===== config.mk =====
export PLATFORM = sky130hd
export DESIGN_NAME = irq_ctrl
export DESIGN_NICKNAME = d
export VERILOG_FILES = /design/src/rtl/irq_ctrl.sv
export SDC_FILE = /design/constraint.sdc
export NUM_CORES = 1
export LEC_CHECK = 0
export ABC_AREA = 1
export ABC_CLOCK_PERIOD_IN_PS = 1450
export BUFFER_PORTS_ARGS = -buffer_cell sky130_fd_sc_hd__buf_2
export CELL_PAD_IN_SITES_DETAIL_PLACEMENT = 1
export CELL_PAD_IN_SITES_GLOBAL_PLACEMENT = 2
export CORE_UTILIZATION = 28
export CTS_CLUSTER_DIAMETER = 40
export CTS_CLUSTER_SIZE = 30
export DETAILED_ROUTE_END_ITERATION = 10
export GPL_ROUTABILITY_DRIVEN = 0
export GPL_TIMING_DRIVEN = 0
export PLACE_DENSITY = 0.79
export SLEW_MARGIN = 0
export SYNTH_ARGS = -nofsm -noshare
export SYNTH_HDL_FRONTEND = slang
export SYNTH_SLANG_ARGS = --single-unit

===== constraint.sdc =====
create_clock -name clk_i -period 1.45 [get_ports clk_i]
set_input_delay 0 -clock clk_i [delete_from_list [all_inputs] [get_ports clk_i]]
set_output_delay 0 -clock clk_i [all_outputs]
set_load 0.03 [all_outputs]

===== src/rtl/irq_ctrl.sv =====
// irq_ctrl: platform interrupt controller; per-source edge/level pending with claim/complete.
// Latency: irq_i rise -> interrupt_o in 4 edges (2-flop sync + edge detect + pending + output reg); reads 1 cycle.
// Backpressure: none; register reads and writes are accepted every cycle.
//
// Ports:
//   clk_i, reset_i          clock, synchronous active-high reset
//   irq_i[IRQ_COUNT]        asynchronous peripheral request lines
//   read_addr_i/_enable_i   register read port, read_data_o registered
//   write_addr_i/_data_i/_enable_i  register write port
//   interrupt_o             registered request to the CPU
// Register map (word index): 0 ENABLE, 1 PENDING (W1C edge bits), 2 TRIGGER (1=edge), 3 CLAIM.
module irq_ctrl #(
  parameter int IRQ_COUNT = 8
) (
  input  logic                 clk_i,
  input  logic                 reset_i,
  input  logic [IRQ_COUNT-1:0] irq_i,
  input  logic [1:0]           read_addr_i,
  input  logic                 read_enable_i,
  output logic [31:0]          read_data_o,
  input  logic [1:0]           write_addr_i,
  input  logic [31:0]          write_data_i,
  input  logic                 write_enable_i,
  output logic                 interrupt_o
);

  localparam logic [1:0] ADDR_ENABLE  = 2'd0;
  localparam logic [1:0] ADDR_PENDING = 2'd1;
  localparam logic [1:0] ADDR_TRIGGER = 2'd2;
  localparam logic [1:0] ADDR_CLAIM   = 2'd3;

  logic [IRQ_COUNT-1:0] r_s1;
  logic [IRQ_COUNT-1:0] r_s2;
  logic [IRQ_COUNT-1:0] r_s3;
  logic [IRQ_COUNT-1:0] r_enable;
  logic [IRQ_COUNT-1:0] r_trigger;
  logic [IRQ_COUNT-1:0] r_pending;
  logic [IRQ_COUNT-1:0] r_in_service;
  logic [31:0]          r_read_data;
  logic                 r_interrupt;

  logic [IRQ_COUNT-1:0] w_edge;
  logic [IRQ_COUNT-1:0] w_eligible;
  logic [IRQ_COUNT-1:0] w_claim_onehot;
  logic [IRQ_COUNT-1:0] w_complete;
  logic [IRQ_COUNT-1:0] w_w1c;
  logic [IRQ_COUNT-1:0] w_edge_clr;
  logic [IRQ_COUNT-1:0] w_pending_nxt;
  logic [IRQ_COUNT-1:0] w_in_service_nxt;
  logic [4:0]           w_claim_id;
  logic [31:0]          w_read_mux;
  logic                 w_claim_rd;
  logic                 w_wr_enable;
  logic                 w_wr_trigger;
  logic                 w_wr_pending;
  logic                 w_wr_claim;
  logic                 w_unused_wdata;

  assign w_edge     = r_s2 & ~r_s3;
  // Everything below works on pre-write register state, so a same-cycle
  // write never influences a claim.
  assign w_eligible = r_pending & r_enable & ~r_in_service;

  assign w_claim_rd   = read_enable_i  && (read_addr_i  == ADDR_CLAIM);
  assign w_wr_enable  = write_enable_i && (write_addr_i == ADDR_ENABLE);
  assign w_wr_pending = write_enable_i && (write_addr_i == ADDR_PENDING);
  assign w_wr_trigger = write_enable_i && (write_addr_i == ADDR_TRIGGER);
  assign w_wr_claim   = write_enable_i && (write_addr_i == ADDR_CLAIM);

  // Upper write-data bits beyond the implemented sources are don't-care.
  assign w_unused_wdata = ^write_data_i;

  // Lowest-numbered eligible source wins: scan high to low, last hit sticks.
  always_comb begin
    w_claim_id     = 5'd0;
    w_claim_onehot = '0;
    for (int k = IRQ_COUNT - 1; k >= 0; k--) begin
      if (w_eligible[k]) begin
        w_claim_id     = 5'(k + 1);
        w_claim_onehot = '0;
        w_claim_onehot[k] = w_claim_rd;
      end
    end
  end

  // Complete decode; ids 0 and > IRQ_COUNT match nothing, and clearing a bit
  // that is not in service is a no-op.
  always_comb begin
    w_complete = '0;
    if (w_wr_claim) begin
      for (int k = 0; k < IRQ_COUNT; k++) begin
        if (write_data_i[4:0] == 5'(k + 1)) begin
          w_complete[k] = 1'b1;
        end
      end
    end
  end

  // W1C only touches edge-mode bits; a new edge beats any clear in the same cycle.
  assign w_w1c      = w_wr_pending ? (write_data_i[IRQ_COUNT-1:0] & r_trigger) : '0;
  assign w_edge_clr = w_w1c | (w_claim_onehot & r_trigger);
  assign w_pending_nxt = (r_trigger  & ((r_pending & ~w_edge_clr) | w_edge))
                       | (~r_trigger & r_s2);

  // Old in_service gates the claim, so complete+claim of one id only completes.
  assign w_in_service_nxt = (r_in_service & ~w_complete) | w_claim_onehot;

  always_comb begin
    w_read_mux = 32'd0;
    if (read_enable_i) begin
      case (read_addr_i)
        ADDR_ENABLE:  w_read_mux = 32'(r_enable);
        ADDR_PENDING: w_read_mux = 32'(r_pending);
        ADDR_TRIGGER: w_read_mux = 32'(r_trigger);
        ADDR_CLAIM:   w_read_mux = 32'(w_claim_id);
        default:      w_read_mux = 32'd0;
      endcase
    end
  end

  always_ff @(posedge clk_i) begin
    if (reset_i) begin
      r_s1         <= '0;
      r_s2         <= '0;
      r_s3         <= '0;
      r_enable     <= '0;
      r_trigger    <= '0;
      r_pending    <= '0;
      r_in_service <= '0;
      r_read_data  <= 32'd0;
      r_interrupt  <= 1'b0;
    end else begin
      r_s1         <= irq_i;
      r_s2         <= r_s1;
      r_s3         <= r_s2;
      r_pending    <= w_pending_nxt;
      r_in_service <= w_in_service_nxt;
      r_read_data  <= w_read_mux;
      r_interrupt  <= |w_eligible;
      if (w_wr_enable) begin
        r_enable <= write_data_i[IRQ_COUNT-1:0];
      end
      if (w_wr_trigger) begin
        r_trigger <= write_data_i[IRQ_COUNT-1:0];
      end
    end
  end

  assign read_data_o = r_read_data;
  assign interrupt_o = r_interrupt;

endmodule


==> impl_metrics.env <==
export IMPL_grt_max_degree=12
export IMPL_fp_dieH_um=102
export IMPL_dieArea_sq_um=10400
export IMPL_clock_tree_buffer_depth=2
export IMPL_comb_power_share=0.109
export IMPL_cts_resized=0
export IMPL_clock_sinks=65
export IMPL_ys_ff_latch=65
export IMPL_overflow=0
export IMPL_worstPathMaxFanout=4
export IMPL_yosysSeqAreaShare=0.465
export IMPL_crit_cells=4
export IMPL_n_antenna_cell=0
export IMPL_drt_total_wl_um=7620
export IMPL_setup_viol=0
export IMPL_wl_met1_um=3680
export IMPL_crit_start="r_in_service[1]"
export IMPL_crit_path_max_incr_delay_ns=0.42
export IMPL_yosys_warnings=0
export IMPL_antenna_found_initial=0
export IMPL_rows=36
export IMPL_top_layer_used="met4"
export IMPL_clkTransAtPathRegs_ns=0.08
export IMPL_critPathCaptureType="flop"
export IMPL_hpwl_um=5880
export IMPL_initial_core_util=0.288
export IMPL_finalWorstPathRequiredPeriod_ns=1.35
export IMPL_vias=2532
export IMPL_io_pin_count=81
export IMPL_grt_pass1_wl_um=12400
export IMPL_seqPwrFrac=0.466
export IMPL_via_per_inst=4.30
export IMPL_path_buf_inv=1
export IMPL_drive_above_1_share=0.191
export IMPL_worstPathCellList="nand3b_1 -> nor3_1 -> inv_1 -> a21oi_1"
export IMPL_hold_worst_slack_ns=0.0471
export IMPL_p_sw_mw=1.01
export IMPL_powerDensity_nw_per_um2=1110
export IMPL_layout_cells_non_filler=589
export IMPL_yosys_cell_types_count=34
export IMPL_syn_to_final_growth_pct=29.6
export IMPL_clkLatencyLatePin_ns=0.35
export IMPL_p_int_mw=3.02
export IMPL_rrSetupSlack_ns=0.10
export IMPL_required_ns=1.71
export IMPL_wl_met3_um=215
export IMPL_rsz0062_at_grt="no"
export IMPL_grt_total_usage=0.158
export IMPL_hold_class="input pin to flop"
export IMPL_core_sq_um=9730
export IMPL_slew_violations=0
export IMPL_synthFlopType="dfxtp_1"
export IMPL_drc_errors=0
export IMPL_dr_first_iter_drc_count=90
export IMPL_fin_tns_setup_ns=0
export IMPL_grt_pass1_vias=2474
export IMPL_place_inst=553
export IMPL_tightest_slew_ns=0.607
export IMPL_netlist_area_sq_um=2800
export IMPL_clock_root_buffer="clkbuf_8"
export IMPL_status="completed"
export IMPL_cts_inserted_buffers=9
export IMPL_cts_setup_buffers=0
export IMPL_clock_skew_ns=0.0147
export IMPL_reg2reg_to="r_in_service[1]"
export IMPL_switching_share=0.251
export IMPL_synth_edf_count=0
export IMPL_ant_nets=0
export IMPL_critical_path_top_delay_family="simple AND/OR/NAND/NOR gates"
export IMPL_pre_cts_ws_ns=0.154
export IMPL_dr_pass1_iters=4
export IMPL_nNetsFinal=499
export IMPL_r2r_start="r_in_service[1]"
export IMPL_hold_violations=0
export IMPL_fp_dieW_um=102
export IMPL_finalWorstSetupSlack_ns=0.104
export IMPL_cp_start_kind="flop"
export IMPL_nFillCells=1275
export IMPL_reg2regPathDepth=4
export IMPL_syn_avg_cell_area_sq_um=7.65
export IMPL_slowest_stage="nor3_1"
export IMPL_p_clk_frac=0.425
export IMPL_ir_worst_vdd_mv=0.393
export IMPL_worstPathArrival_ns=1.61
export IMPL_post_route_period_util=0.929
export IMPL_htree_levels=3
export IMPL_fmax_mhz=743
export IMPL_port_buffers=31
export IMPL_p_leak_nw=1.62
export IMPL_tritoncts="done"
export IMPL_max_slew_margin=0.595
export IMPL_timing_worst_setup_path_type="flop to flop"
export IMPL_wire_per_inst_um=12.9
export IMPL_postSynthCellCount=366
export IMPL_async_reset_ff_frac=0
export IMPL_cap_violations=0
export IMPL_route_met2_wl_um=3610
export IMPL_endpoint="r_in_service[1]"
-- cells in the final DEF (no fill, tap or decap), types with 10 or more instances in the layout --
cell / instances
a21oi_1: 29
o21ai_0: 27
clkbuf_8: 10
nand3_1: 18
dfxtp_1: 65
dlygate4sd3_1: 20
buf_4: 25
nor2_1: 39
nand2_1: 50
inv_1: 61
conb_1: 24
buf_2: 34
-- cells in the mapped netlist, types with 3 or more instances --
cell / n / area (sq um)
nor3_1: 4 / 20.0
nor2_4: 4 / 45.0
a221oi_1: 4 / 35.0
nand2_1: 50 / 188
buf_2: 3 / 15.0
buf_4: 25 / 188
o2111ai_1: 5 / 43.8
nand2_4: 3 / 33.8
nand3_1: 18 / 90.1
o21ai_1: 4 / 20.0
nor2_1: 39 / 146
a21oi_1: 29 / 145
dfxtp_1: 65 / 1300
inv_1: 61 / 229
o21ai_0: 27 / 135
-- power groups by stage --
stage / Combinational [mW] / Sequential [mW] / Clock (mW)
after floorplan: 0.280 / 1.92 / 0
after global placement: 0.393 / 1.92 / 0
after detailed placement: 0.398 / 1.92 / 0
after CTS: 0.436 / 1.88 / 1.78
after global routing: 0.484 / 1.88 / 1.83
final: 0.438 / 1.88 / 1.71
-- metal layers --
| layer | global-route usage | up-vias |
|---|---|---|
| met5 | 0 | - |
| met2 | 0.261 | 49 |
| li1 | - | 1291 |
| met4 | 0.0527 | 0 |
| met1 | 0.205 | 1181 |
| met3 | 0.0349 | 11 |
-- worst register-to-register path: stages, from the launching register on --
cell      delay [ns]
dfxtp_1         0.32
nand3b_1        0.28
nor3_1          0.42
inv_1           0.08
a21oi_1         0.16
-- worst min-delay path by stage --
| stage | slack (ns) | depth (start not counted) | from | end |
|---|---|---|---|---|
| finish | 0.05 | 4 | read_addr_i[1] | read_data_o[6] |
| detailed placement | 0.21 | 3 | irq_i[1] | r_s1[1] |
| floorplan | 0.11 | 2 | irq_i[0] | r_s1[0] |
| CTS | 0.03 | 4 | read_addr_i[1] | read_data_o[6] |
| global placement | 0.20 | 3 | irq_i[2] | r_s1[2] |
| global route | 0.08 | 4 | read_addr_i[1] | read_data_o[6] |
-- final cells by class --
| type | instances | area, sq um | share of cell area |
|---|---|---|---|
| Clock inverter | 5 | 78.8 | 0.0217 |
| Clock buffer | 11 | 141 | 0.0390 |
| Tap cell | 133 | 166 | 0.0459 |
| Timing Repair Buffer | 51 | 355 | 0.0979 |
| Inverter | 64 | 241 | 0.0666 |
| Sequential cell | 65 | 1300 | 0.359 |
| Buffer | 32 | 218 | 0.0600 |
| Multi-Input combinational cell | 228 | 1130 | 0.310 |
-- sequential cells by signal, indices dropped and copies added, names as in the netlist --
register / count
r_s2: 8
r_s3: 8
r_in_service: 8
r_enable: 8
interrupt_o: 1
r_trigger: 8
read_data_o: 8
r_s1: 8
r_pending: 8
-- stage by stage --
stage               instance area (sq um)  power, mW  utilization
floorplan                            2890       2.20            -
global placement                     3210       2.31        0.330
detailed placement                   3210       2.32        0.330
CTS                                  3630       4.09        0.373
global route                         3630       4.20        0.373
finish                               3630       4.03        0.373
-- repair_timing --
item                       4_1_cts  5_1_grt
hold buffers                    20        0
hold endpoints to repair        20        0
setup endpoints to repair        0        0
-- cells by family after synthesis --
kind of cell           share of synthesized area
flip-flops                                 0.465
other                                    0.00134
AO/OA/AOI/OAI                              0.157
AND/OR/NAND/NOR                            0.213
buffers and inverters                      0.164
(Power assumes the default switching activity.)
